File: src/rtl/mitchell_div_pkg.sv
// Shared widths, types and constants for the Mitchell logarithmic divider.
package mitchell_div_pkg;

  localparam int OPW  = 9;   // sign-magnitude operand width
  localparam int MAGW = 8;   // operand magnitude width
  localparam int KW   = 3;   // characteristic (leading-one position) width
  localparam int FW   = 7;   // mantissa width
  localparam int LW   = 11;  // log word: {guard, k, f}
  localparam int QW   = 16;  // Q8.8 quotient magnitude width

  // Magnitude reported when the divisor is zero.
  localparam logic [QW-1:0] Q_DIV0_MAG = 16'hFFFF;

  // Mitchell log approximation of one magnitude: k + f/128.
  typedef struct packed {
    logic [KW-1:0] k;
    logic [FW-1:0] f;
  } log_t;

  // Stage-1 register contents: both log words plus operand flags.
  typedef struct packed {
    logic [LW-1:0] op_a;
    logic [LW-1:0] op_b;
    logic          sign;
    logic          z_a;
    logic          z_b;
  } s1_t;

  // Stage-2 register contents: log difference plus operand flags.
  typedef struct packed {
    logic [LW-1:0] l;
    logic          sign;
    logic          z_a;
    logic          z_b;
  } s2_t;

  // Extend a log approximation to the 11-bit word used for subtraction;
  // the leading zero leaves headroom so the difference never overflows.
  function automatic logic [LW-1:0] log_word(input log_t v);
    return {1'b0, v.k, v.f};
  endfunction

endpackage

File: src/rtl/mitchell_log_enc.sv
// Combinational Mitchell log encoder: leading-one detect, priority encode
// and barrel-normalise an 8-bit magnitude into characteristic and mantissa.
module mitchell_log_enc
  import mitchell_div_pkg::*;
(
  input  logic [MAGW-1:0] mag,
  output log_t            lg,
  output logic            zero
);

  logic [KW-1:0]   k;
  logic [MAGW-1:0] norm;

  // Find the highest set bit, then shift it up to bit 7 so the bits below
  // it become the fractional mantissa.
  always_comb begin
    // NOTE: every variable gets a default before any conditional update so
    // no path leaves it unassigned and no latch is inferred.
    k = '0;
    for (int i = 0; i < MAGW; i++) begin
      if (mag[i]) k = KW'(i);
    end
    norm = mag << (KW'(MAGW - 1) - k);
  end

  assign lg   = '{k: k, f: norm[FW-1:0]};
  assign zero = (mag == '0);

endmodule

File: src/rtl/mitchell_div_pipe.sv
// Three-stage pipelined Mitchell approximate divider with valid/ready
// handshake: log encode, log subtract, signed antilog.
module mitchell_div_pipe
  import mitchell_div_pkg::*;
(
  input  logic           clk_i,
  input  logic           rst_i,
  input  logic           in_valid_i,
  output logic           in_ready_o,
  input  logic [OPW-1:0] x_i,
  input  logic [OPW-1:0] y_i,
  output logic           out_valid_o,
  input  logic           out_ready_i,
  output logic [QW:0]    q_o,
  output logic           div0_o
);

  // The whole pipe shares one enable: a result parked at the output freezes
  // every stage behind it, so nothing can be overwritten or dropped.
  logic stall;
  logic accept;

  assign stall      = out_valid_o & ~out_ready_i;
  assign in_ready_o = ~stall;
  assign accept     = in_valid_i & in_ready_o;

  // ---------------------------------------------------------------- stage 1
  log_t enc_a_lg;
  log_t enc_b_lg;
  logic enc_a_zero;
  logic enc_b_zero;
  s1_t  s1_d;
  s1_t  s1_q;
  logic s1_valid;

  mitchell_log_enc u_enc_a (
    .mag  (x_i[MAGW-1:0]),
    .lg   (enc_a_lg),
    .zero (enc_a_zero)
  );

  mitchell_log_enc u_enc_b (
    .mag  (y_i[MAGW-1:0]),
    .lg   (enc_b_lg),
    .zero (enc_b_zero)
  );

  assign s1_d = '{op_a: log_word(enc_a_lg),
                  op_b: log_word(enc_b_lg),
                  sign: x_i[OPW-1] ^ y_i[OPW-1],
                  z_a:  enc_a_zero,
                  z_b:  enc_b_zero};

  // Stage-1 valid follows the input handshake whenever the pipe moves.
  always_ff @(posedge clk_i) begin
    // NOTE: non-blocking assignments so every stage samples its predecessor's
    // value from before the edge, independent of block ordering.
    if (rst_i) begin
      s1_valid <= 1'b0;
    end else if (!stall) begin
      s1_valid <= accept;
    end
  end

  // Stage-1 payload loads only with a real operand pair.
  always_ff @(posedge clk_i) begin
    // NOTE: payload registers carry no reset; the matching valid bit is
    // reset and qualifies them, which keeps the datapath flops cheap.
    if (!stall && accept) begin
      s1_q <= s1_d;
    end
  end

  // ---------------------------------------------------------------- stage 2
  s2_t  s2_d;
  s2_t  s2_q;
  logic s2_valid;

  // Dividing magnitudes is subtracting logs; 11-bit wraparound yields the
  // two's complement difference directly since |L| <= 1023.
  assign s2_d = '{l:    s1_q.op_a - s1_q.op_b,
                  sign: s1_q.sign,
                  z_a:  s1_q.z_a,
                  z_b:  s1_q.z_b};

  // Stage-2 valid advances from stage 1 whenever the pipe moves.
  always_ff @(posedge clk_i) begin
    if (rst_i) begin
      s2_valid <= 1'b0;
    end else if (!stall) begin
      s2_valid <= s1_valid;
    end
  end

  // Stage-2 payload captures the log difference of a valid stage-1 entry.
  always_ff @(posedge clk_i) begin
    if (!stall && s1_valid) begin
      s2_q <= s2_d;
    end
  end

  // ---------------------------------------------------------------- stage 3
  logic [3:0]    kq;        // signed characteristic, kept as raw bits
  logic [FW-1:0] fq;
  logic [MAGW-1:0] m;
  logic          kq_ge_m1;  // kq >= -1
  logic [3:0]    sh_left;   // kq + 1, valid when kq >= -1 (0..8)
  logic [3:0]    sh_right;  // -(kq + 1) == ~kq, valid when kq < -1 (1..7)
  logic [QW-1:0] shifted;
  logic [QW-1:0] mag;
  logic          sign_q;
  logic [QW:0]   q_d;

  // Signed antilog: restore the implicit one and shift it by the
  // characteristic relative to the Q8.8 binary point, truncating bits that
  // fall below it; then apply divide-by-zero and zero-dividend overrides.
  always_comb begin
    kq       = s2_q.l[LW-1:FW];
    fq       = s2_q.l[FW-1:0];
    m        = {1'b1, fq};
    kq_ge_m1 = !kq[3] || (kq == 4'b1111);
    sh_left  = kq + 4'd1;
    sh_right = ~kq;

    if (kq_ge_m1) begin
      shifted = QW'(m) << sh_left;
    end else begin
      shifted = QW'(m) >> sh_right;
    end

    if (s2_q.z_b) begin
      mag    = Q_DIV0_MAG;
      sign_q = s2_q.sign;
    end else if (s2_q.z_a) begin
      mag    = '0;
      sign_q = 1'b0;
    end else begin
      mag    = shifted;
      sign_q = s2_q.sign;
    end

    // A zero magnitude is always reported as positive zero.
    if (mag == '0) begin
      sign_q = 1'b0;
    end

    q_d = {sign_q, mag};
  end

  // Output register: reset clears everything; it holds while stalled and
  // otherwise takes the stage-2 result, leaving the payload alone on bubbles.
  always_ff @(posedge clk_i) begin
    if (rst_i) begin
      out_valid_o <= 1'b0;
      q_o         <= '0;
      div0_o      <= 1'b0;
    end else if (!stall) begin
      out_valid_o <= s2_valid;
      if (s2_valid) begin
        q_o    <= q_d;
        div0_o <= s2_q.z_b;
      end
    end
  end

endmodule
File: config.mk
export PLATFORM = sky130hd
export DESIGN_NAME = mitchell_div_pipe
export DESIGN_NICKNAME = d
export VERILOG_FILES = /design/src/rtl/mitchell_div_pkg.sv /design/src/rtl/mitchell_log_enc.sv /design/src/rtl/mitchell_div_pipe.sv
export SDC_FILE = /design/constraint.sdc
export NUM_CORES = 1
export LEC_CHECK = 0
export CAP_MARGIN = 20
export CORE_UTILIZATION = 46
export DETAILED_ROUTE_END_ITERATION = 6
export GPL_TIMING_DRIVEN = 0
export PLACE_DENSITY_LB_ADDON = 0.2
export SLEW_MARGIN = 5
export SYNTH_ARGS = -nofsm -noshare
export SYNTH_HDL_FRONTEND = slang
export SYNTH_SLANG_ARGS = --single-unit
File: constraint.sdc
create_clock -name clk_i -period 6.4 [get_ports clk_i]
set_clock_uncertainty 0.2 [all_clocks]
set_input_delay 0.96 -clock clk_i [delete_from_list [all_inputs] [get_ports clk_i]]
set_output_delay 0.96 -clock clk_i [all_outputs]
set_load 0.05 [all_outputs]
==> flow_metrics.py, run 1 <==
metrics = {
    "run_status": {
        "status": "completed",
    },
    "routing": {
        "met1_length_mm": 3.40,
        "wl_per_cell_um": 14.7,
        "antenna_left": 0,
        "route.met3.wl_um": 301,
        "top_layer_used": "met4",
        "drtIter0Drc": 98,
        "drcViolationCount": 0,
        "met2WireLength_mm": 3.97,
        "wirelength_mm": 7.77,
        "first_pass_iters": 4,
        "via_per_inst": 5.59,
        "num_vias": 2959,
    },
    "global_route": {
        "grt_pass1_wl_mm": 12.5,
        "grt_pass1_vias": 2643,
        "grt_max_degree": 24,
        "grt.total_usage": 0.195,
        "overflow": 0,
        "antenna_found_initial": 0,
    },
    "sta": {
        "rsz0062_at_grt": "false",
        "slew_violations": 0,
        "setup_tns_ns": 0,
        "min_period_ns": 3.79,
        "period_share": 0.593,
        "relSlewSlack": 0.308,
        "fmaxAchievable_ghz": 0.264,
        "worst_slew_pin_slew_ns": 1.03,
        "setup_viol": 0,
        "hold_violations": 0,
    },
    "final_layout": {
        "nets": 461,
        "diodes": 0,
        "layout-drive-gt1-share": 0.0977,
        "area_growth_pct": 19.9,
        "final_cells": 529,
        "fill_cells": 665,
    },
    "synthesis": {
        "yosysWarnings": 0,
        "syn_inst": 374,
        "synth_top_area_share": 0.307,
        "synthArstFlopShare": 0,
        "synth.net_count": 410,
        "synth_area_leader_cell": "edfxtp_1",
        "ys_types": 65,
        "synth_edf_count": 37,
        "synth_ff_type": "edfxtp_1",
        "syn_area_um2": 3620,
        "synth.area.top_cells": "edfxtp_1 (31%), dfxtp_1 (12%), mux2i_1 (4.7%)",
        "synth-seq-cells": 58,
        "ys_seq_area_frac": 0.423,
        "syn_area_per_cell_um2": 9.68,
    },
    "die": {
        "core_um2": 7450,
        "die_area_um2": 8230,
        "rows": 31,
        "die_h_um": 90.7,
        "start_util": 0.486,
        "die_width_um": 90.7,
        "ios": 42,
    },
    "clocking": {
        "root_buffer": "clkbuf_8",
        "clock-sinks": 58,
        "cts_resized": 0,
        "clock_latency_ns": 0.33,
        "clk_pin_slew_ns": 0.07,
        "ctsHoldBuffers": 0,
        "post_cts_buffers": 0,
        "clockBufferDepth": 2,
        "numCtsBuffers": 9,
        "cts_tree": "yes",
        "htreeDepth": 3,
    },
    "power": {
        "p_int_mw": 0.735,
        "power.total_mw": 1.06,
        "p_per_area_nw_per_um2": 245,
        "clkPwrFrac": 0.313,
        "power.net_switching_mw": 0.327,
        "vdd_drop_max_uv": 168,
        "switching_share": 0.308,
        "p_seq_frac": 0.424,
        "comb_power_share": 0.264,
        "p_leak_nw": 1.66,
    },
    "setup_path": {
        "max_stage_delay_ns": 0.87,
        "cp-start-kind": "input pin",
        "crit_type": "input pin to output pin",
        "cp_max_fo": 8,
        "critPathArrivalTime_ns": 2.63,
        "cp.required_ns": 5.24,
        "endpoint_kind": "output pin",
        "path_cells": "clkdlybuf4s50_1 > nand2b_1 > clkbuf_1 > clkdlybuf4s50_1",
        "slowest_stage": "clkdlybuf4s50_1",
        "cp_common_cell": "clkdlybuf4s50_1",
    },
    "placed_design": {
        "finalWeightedCongestion": 0.874,
        "post-dp-hpwl_mm": 6.01,
        "dpl.cell_count": 513,
        "portBuffers": 40,
    },
    "run": {
        "drv_cap": 0,
    },
    "hold_path": {
        "min_path_type": "flop to flop",
    },
}
==> per-stage QoR <==
step	setup slack, ns	area [um^2]	hold slack (ns)	util
global placement	2.62	4150	0.221	0.557
finish	2.61	4340	0.233	0.583
detailed placement	2.61	4150	0.222	0.557
global route	2.52	4340	0.245	0.583
floorplan	3.23	3620	0.200	-
CTS	2.61	4340	0.239	0.583
==> kinds of logic (layout without fill, tap and decap cells) <==
family,Yosys count,after routing,synth area share
muxes,32,32,0.107
adders and majority gates,14,14,0.0505
and+or+nand+nor,122,122,0.172
AOI/OAI and AO/OA,96,96,0.179
DFF,58,58,0.423
xor gates and xnor gates,7,7,0.0169
buffers and inverters,45,101,0.0515
==> worst max-delay path, delay by kind of cell <==
family        cells  cell delay (ns)
buf+inv           3             1.58
simple gates      1             0.09
==> flip-flops by register name, summed over array words and instances, names as in the netlist <==
register / cells
q_o: 17
s1_valid: 1
s1_q: 23
div0_o: 1
s2_valid: 1
s2_q: 3
out_valid_o: 1
fq: 7
kq: 4
==> metal layers <==
layer	up-vias	global-route usage
met3	8	0.0505
met5	-	0
met4	0	0.0591
met2	89	0.348
li1	1495	-
met1	1367	0.229
==> final timing paths <==
kind / startpoint / end / slack (ns) / cells past startpoint
setup reg to reg: kq[0]$_DFFE_PP_ / q_o[16]$_SDFFE_PP0P_ / 2.85 / 10
hold / removal: s1_q[2]$_DFFE_PP_ / s2_q[2]$_DFFE_PP_ / 0.23 / 0
setup / recovery: out_ready_i / in_ready_o / 2.61 / 4
hold reg to reg: s1_q[2]$_DFFE_PP_ / s2_q[2]$_DFFE_PP_ / 0.23 / 0
==> power by group through the flow <==
stage / clock network (mW) / logic [mW] / registers [mW]
2_1_floorplan: 0 / 0.184 / 0.474
4_1_cts: 0.340 / 0.278 / 0.450
3_3_place_gp: 0 / 0.274 / 0.457
6_report: 0.332 / 0.280 / 0.450
5_1_grt: 0.356 / 0.306 / 0.452
3_5_place_dp: 0 / 0.277 / 0.458
==> cell type report <==
cell class | count | area, um^2 | area share
buffer | 15 | 73.8 | 0.0170
clock buffer | 10 | 128 | 0.0294
clock inverter | 6 | 67.6 | 0.0156
inverter | 30 | 113 | 0.0259
multi-input combinational | 271 | 1900 | 0.438
sequential | 58 | 1530 | 0.353
tap | 99 | 124 | 0.0285
timing repair buffer | 40 | 400 | 0.0922
==> cell usage in the layout, fill, tap and decap left out, types with 11 or more instances in the layout <==
| cell | count |
|---|---|
| a211oi_1 | 13 |
| a21oi_1 | 16 |
| clkbuf_1 | 11 |
| clkdlybuf4s50_1 | 40 |
| dfxtp_1 | 21 |
| edfxtp_1 | 37 |
| ha_1 | 13 |
| inv_1 | 29 |
| mux2i_1 | 17 |
| nand2_1 | 23 |
| nor2_1 | 35 |
| nor3_1 | 18 |
| o21ai_0 | 20 |
==> cells in the mapped netlist, types with 3 or more instances <==
library cell / number
clkbuf_1: 10
o21ai_0: 20
a21oi_1: 16
mux2_2: 10
a211oi_1: 13
ha_1: 13
a21o_1: 3
xor2_1: 4
nor2b_1: 9
nor3_1: 18
and2_1: 6
nand2b_1: 7
dfxtp_1: 21
nand2_1: 23
nand3b_1: 3
a221oi_1: 3
edfxtp_1: 37
xnor2_1: 3
mux4_2: 4
mux2i_1: 17
inv_1: 29
o21a_1: 3
o22ai_1: 5
nor2_1: 35
a31oi_1: 8
Note: power is estimated with default switching activity, not from simulation.
==> inputs of run 2 (changes only) <==
==> constraint.sdc (replaced) <==
create_clock -name clk_i -period 3.6 [get_ports clk_i]
set_clock_uncertainty 0.2 [all_clocks]
set_input_delay 0.54 -clock clk_i [delete_from_list [all_inputs] [get_ports clk_i]]
set_output_delay 0.54 -clock clk_i [all_outputs]
set_load 0.05 [all_outputs]
==> run 2 against run 1 <==
Wire length shrank 0.10%. Utilization grew 0.39 points. Clock power is 77% higher. Sequential power is 78% higher. Critical path depth rose by 6. Total power increased by 78%. Combinational power rose by 81%. Sequential share of layout area down 0.23 points. Worst hold slack gained 0.0024 ns. Critical path type is now flop to flop.
==> flow_metrics.py, run 2 (synthesized netlist as in run 1, its figures left out) <==
metrics = {
    "setup_path": {
        "endpoint_kind": "flop",
        "critPathArrivalTime_ns": 3.50,
        "cp-start-kind": "flop",
        "crit_type": "flop to flop",
        "r2r_start": "kq[0]$_DFFE_PP_",
        "r2r_setup_slack_ns": 0.13,
        "cp_max_fo": 10,
        "rr_worst_depth": 10,
        "rr_endpoint": "q_o[16]$_SDFFE_PP0P_",
        "cp.required_ns": 3.64,
    },
    "clocking": {
        "clk_pin_slew_ns": 0.07,
        "root_buffer": "clkbuf_8",
        "htreeDepth": 3,
        "clockBufferDepth": 2,
        "numCtsBuffers": 9,
        "clock_latency_ns": 0.33,
        "clock-sinks": 58,
        "ctsHoldBuffers": 0,
        "cts_tree": "yes",
    },
    "die": {
        "ios": 42,
        "die_area_um2": 8230,
        "die_h_um": 90.7,
        "start_util": 0.486,
        "rows": 31,
        "die_width_um": 90.7,
        "core_um2": 7450,
    },
    "sta": {
        "setup_tns_ns": 0,
        "fmaxAchievable_ghz": 0.288,
        "setup_viol": 0,
        "slew_violations": 0,
        "fin_ws_ns": 0.133,
        "worst_slew_pin_slew_ns": 1.04,
        "hold_violations": 0,
        "relSlewSlack": 0.299,
        "period_share": 0.963,
        "min_period_ns": 3.47,
    },
    "routing": {
        "via_per_inst": 5.63,
        "wl_per_cell_um": 14.6,
        "first_pass_iters": 5,
        "drcViolationCount": 0,
        "wirelength_mm": 7.76,
        "drtIter0Drc": 107,
        "num_vias": 2994,
        "antenna_left": 0,
    },
    "hold_path": {
        "hold_end": "s2_q[2]$_DFFE_PP_",
        "min_path_cells": 0,
        "hp-start": "s1_q[2]$_DFFE_PP_",
        "min_path_type": "flop to flop",
    },
    "final_layout": {
        "layout-drive-gt1-share": 0.106,
        "post-route-util": 0.587,
        "largest_register_ffs": 23,
        "mostFrequentLayoutCell": "clkdlybuf4s50_1",
        "area_growth_pct": 20.7,
        "diodes": 0,
        "final_cells": 532,
        "layout_common_cells": "clkdlybuf4s50_1 (40), edfxtp_1 (37), nor2_1 (35), inv_1 (29), nand2_1 (23)",
        "nets": 464,
        "largest_register": "s1_q",
        "fin_area_um2": 4370,
    },
    "global_route": {
        "overflow": 0,
        "antenna_found_initial": 0,
        "grt_pass1_vias": 2643,
        "grt_max_degree": 24,
        "grt.total_usage": 0.195,
        "grt_pass1_wl_mm": 12.5,
    },
    "placed_design": {
        "post-dp-hpwl_mm": 6.01,
        "dpl-instance-area_um2": 4150,
        "place_ws_ns": 0.0581,
        "finalWeightedCongestion": 0.874,
        "dpl.cell_count": 513,
        "portBuffers": 40,
    },
    "power": {
        "p_per_area_nw_per_um2": 434,
        "p_leak_nw": 1.67,
        "vdd_drop_max_uv": 298,
    },
    "run": {
        "drv_cap": 0,
    },
    "run_status": {
        "status": "completed",
    },
}
[run 2: layout make-up]
class | instances | area [um^2]
Fill cell | 667 | 3080
Multi-Input combinational cell | 271 | 1910
Sequential cell | 58 | 1530
Timing Repair Buffer | 43 | 423
Clock buffer | 10 | 128
Tap cell | 99 | 124
Inverter | 30 | 113
Buffer | 15 | 76.3
Clock inverter | 6 | 67.6
[run 2: critical path, cell delays in order, from the launching register on]
cell	delay [ns]
edfxtp_1	0.43
buf_4	0.22
inv_2	0.10
ha_1	0.36
clkbuf_4	0.23
mux4_2	0.33
mux2_4	0.28
a221oi_2	0.33
nand4_1	0.14
or4_1	0.52
o211a_1	0.23
[run 2: report_power, final]
group / internal [mW] / switching [mW]
Combinational: 0.225 / 0.280
Clock: 0.320 / 0.269
Sequential: 0.767 / 0.0328
[run 2: metrics by stage]
step / hold WS (ns) / power (mW)
global placement: 0.221 / 1.30
floorplan: 0.200 / 1.17
global route: 0.245 / 1.99
CTS: 0.239 / 1.90
finish: 0.235 / 1.89
detailed placement: 0.222 / 1.31
[run 2: what timing repair did]
item / CTS / global route
setup buffers: 0 / 3
endpoints found under the setup margin: 0 / 1
gates resized for setup: 0 / 2
[run 2: how the worst max path moves through the flow]
stage               cells past startpoint  slack, ns       startpoint                   end
floorplan                              10       0.43  kq[0]$_DFFE_PP_  q_o[16]$_SDFFE_PP0P_
global placement                       10       0.08  kq[0]$_DFFE_PP_  q_o[16]$_SDFFE_PP0P_
detailed placement                     10       0.06  kq[0]$_DFFE_PP_  q_o[16]$_SDFFE_PP0P_
CTS                                    10       0.06  kq[0]$_DFFE_PP_  q_o[16]$_SDFFE_PP0P_
global route                           11      -0.02  kq[0]$_DFFE_PP_  q_o[16]$_SDFFE_PP0P_
finish                                 10       0.13  kq[0]$_DFFE_PP_  q_o[16]$_SDFFE_PP0P_
[run 2: metal layers]
| metal | up-vias | track usage | part of all wire |
|---|---|---|---|
| li1 | 1504 | - | - |
| met1 | 1390 | 0.229 | 0.44 |
| met2 | 89 | 0.348 | 0.51 |
| met3 | 11 | 0.0505 | 0.041 |
| met4 | 0 | 0.0591 | 0.016 |
| met5 | - | 0 | 0 |
==> inputs of run 3 (changes only) <==
--- a/config.mk
+++ b/config.mk
@@ -9,7 +9,7 @@
 export CORE_UTILIZATION = 46
 export DETAILED_ROUTE_END_ITERATION = 6
 export GPL_TIMING_DRIVEN = 0
-export PLACE_DENSITY_LB_ADDON = 0.2
+export PLACE_DENSITY = 0.68
 export SLEW_MARGIN = 5
 export SYNTH_ARGS = -nofsm -noshare
 export SYNTH_HDL_FRONTEND = slang
==> run 3 against run 2 <==
Critical path depth rose by 1. Clock power shrank 3%. Non-clock buffer count shrank 2. Utilization down 0.25 points. Global-route usage increased by 0.80 points. Sequential share of layout area increased by 0.15 points. Cell count down 0.38%. Register-to-register slack hardly changed.
==> flow_metrics.py, run 3 (synthesized netlist as in run 1, its figures left out) <==
metrics = {
    "placed_design": {
        "finalWeightedCongestion": 0.875,
        "dpl.cell_count": 513,
        "post-dp-hpwl_mm": 6.07,
        "place_ws_ns": -0.0491,
        "portBuffers": 40,
    },
    "global_route": {
        "overflow": 0,
        "antenna_found_initial": 0,
        "grt.total_usage": 0.203,
        "grt_pass1_vias": 2848,
        "grt_pass1_wl_mm": 13.1,
        "grt_max_degree": 24,
    },
    "setup_path": {
        "endpoint_kind": "flop",
        "critPathArrivalTime_ns": 3.50,
        "rr_endpoint": "q_o[16]$_SDFFE_PP0P_",
        "r2r_setup_slack_ns": 0.14,
        "cp-start-kind": "flop",
        "cp.required_ns": 3.64,
        "crit_type": "flop to flop",
        "cp_max_fo": 10,
        "r2r_start": "kq[0]$_DFFE_PP_",
        "rr_worst_depth": 11,
    },
    "sta": {
        "hold_violations": 0,
        "rsz0062_at_grt": "false",
        "fin_ws_ns": 0.140,
        "min_period_ns": 3.46,
        "period_share": 0.961,
        "slew_violations": 0,
        "relSlewSlack": 0.282,
        "setup_viol": 0,
        "worst_slew_pin_slew_ns": 1.07,
        "fmaxAchievable_ghz": 0.289,
        "timing.hold.ws_ns": 0.226,
    },
    "clocking": {
        "numCtsBuffers": 9,
        "root_buffer": "clkbuf_8",
        "clockBufferDepth": 2,
        "ctsHoldBuffers": 0,
        "clock_latency_ns": 0.34,
        "clock-sinks": 58,
        "clk_pin_slew_ns": 0.07,
        "cts_tree": "yes",
        "htreeDepth": 3,
    },
    "hold_path": {
        "hold_end": "s2_q[0]$_DFFE_PP_",
        "min_path_cells": 0,
        "min_path_type": "flop to flop",
        "hp-start": "s1_q[0]$_DFFE_PP_",
    },
    "final_layout": {
        "multi_input_area_um2": 1910,
        "final_cells": 530,
        "layout-drive-gt1-share": 0.107,
        "seqCellArea_um2": 1530,
        "area_growth_pct": 20.1,
        "fill_cells": 687,
        "mostFrequentLayoutCell": "clkdlybuf4s50_1",
        "nets": 462,
        "diodes": 0,
        "layout_common_cells": "clkdlybuf4s50_1 (40), edfxtp_1 (37), nor2_1 (35), inv_1 (29), nand2_1 (23)",
        "largest_register": "s1_q",
        "largest_register_ffs": 23,
    },
    "routing": {
        "antenna_left": 0,
        "wirelength_mm": 8.04,
        "via_per_inst": 5.70,
        "wl_per_cell_um": 15.2,
        "num_vias": 3019,
        "drtIter0Drc": 110,
        "first_pass_iters": 4,
        "drcViolationCount": 0,
    },
    "die": {
        "rows": 31,
        "start_util": 0.486,
        "core_um2": 7450,
        "die_area_um2": 8230,
        "die_h_um": 90.7,
        "ios": 42,
        "die_width_um": 90.7,
    },
    "power": {
        "p_leak_nw": 1.67,
        "vdd_drop_max_uv": 243,
        "p_per_area_nw_per_um2": 433,
    },
    "run_status": {
        "status": "completed",
    },
    "run": {
        "drv_cap": 0,
    },
}
==> run 3: area by class of cell <==
class                   instances  share of cell area
clock buffers                  10              0.0293
repair buffers                 41              0.0938
plain buffers                  15              0.0178
well taps                      99              0.0285
multi-input cells             271               0.439
clock inverters                 6              0.0132
inverters                      30              0.0259
flip-flops and latches         58               0.352
==> run 3: what timing repair did <==
action / CTS / global route
setup buffers: 1 / 0
setup endpoints to repair: 1 / 1
pin swaps: 0 / 0
gates resized for setup: 0 / 6
==> run 3: worst max-delay path by stage <==
stage	from	to	slack [ns]	cells after the start
2_1_floorplan	kq[0]$_DFFE_PP_	q_o[16]$_SDFFE_PP0P_	0.43	10
3_3_place_gp	kq[0]$_DFFE_PP_	q_o[16]$_SDFFE_PP0P_	-0.0008	11
3_5_place_dp	kq[0]$_DFFE_PP_	q_o[16]$_SDFFE_PP0P_	-0.05	11
4_1_cts	kq[0]$_DFFE_PP_	q_o[16]$_SDFFE_PP0P_	0.09	11
5_1_grt	kq[0]$_DFFE_PP_	q_o[16]$_SDFFE_PP0P_	0.004	11
6_report	kq[0]$_DFFE_PP_	q_o[16]$_SDFFE_PP0P_	0.14	11
==> run 3: where the power goes <==
part	internal, mW	total, mW	leakage, nW	switching (mW)
Combinational	0.223	0.513	1.05	0.290
Sequential	0.767	0.797	0.523	0.0301
Clock	0.314	0.573	0.0958	0.259
==> run 3: per-layer routing <==
layer  wire (um)  GRT usage  part of all wire
met1        3320      0.222              0.41
met2        4090      0.358              0.51
met3         332     0.0488             0.041
met4         304      0.117             0.038
met5           0          0                 0
==> run 3: worst max-delay path, cell delays in order, from the launching register on <==
cell      delay, ns
edfxtp_1       0.38
buf_4          0.21
inv_2          0.11
ha_2           0.38
clkbuf_4       0.22
mux2i_1        0.20
o21ai_1        0.16
mux2_2         0.32
o221ai_1       0.28
nand4_1        0.17
or4_1          0.50
o211a_1        0.23
==> run 3: through the flow <==
step | utilization | cell area [um^2] | total power [mW] | setup TNS [ns]
3_3_place_gp | 0.557 | 4150 | 1.30 | -0.000828
4_1_cts | 0.582 | 4340 | 1.88 | 0
5_1_grt | 0.584 | 4350 | 1.97 | 0
6_report | 0.584 | 4350 | 1.88 | 0
3_5_place_dp | 0.557 | 4150 | 1.31 | -0.0491
2_1_floorplan | - | 3620 | 1.17 | 0
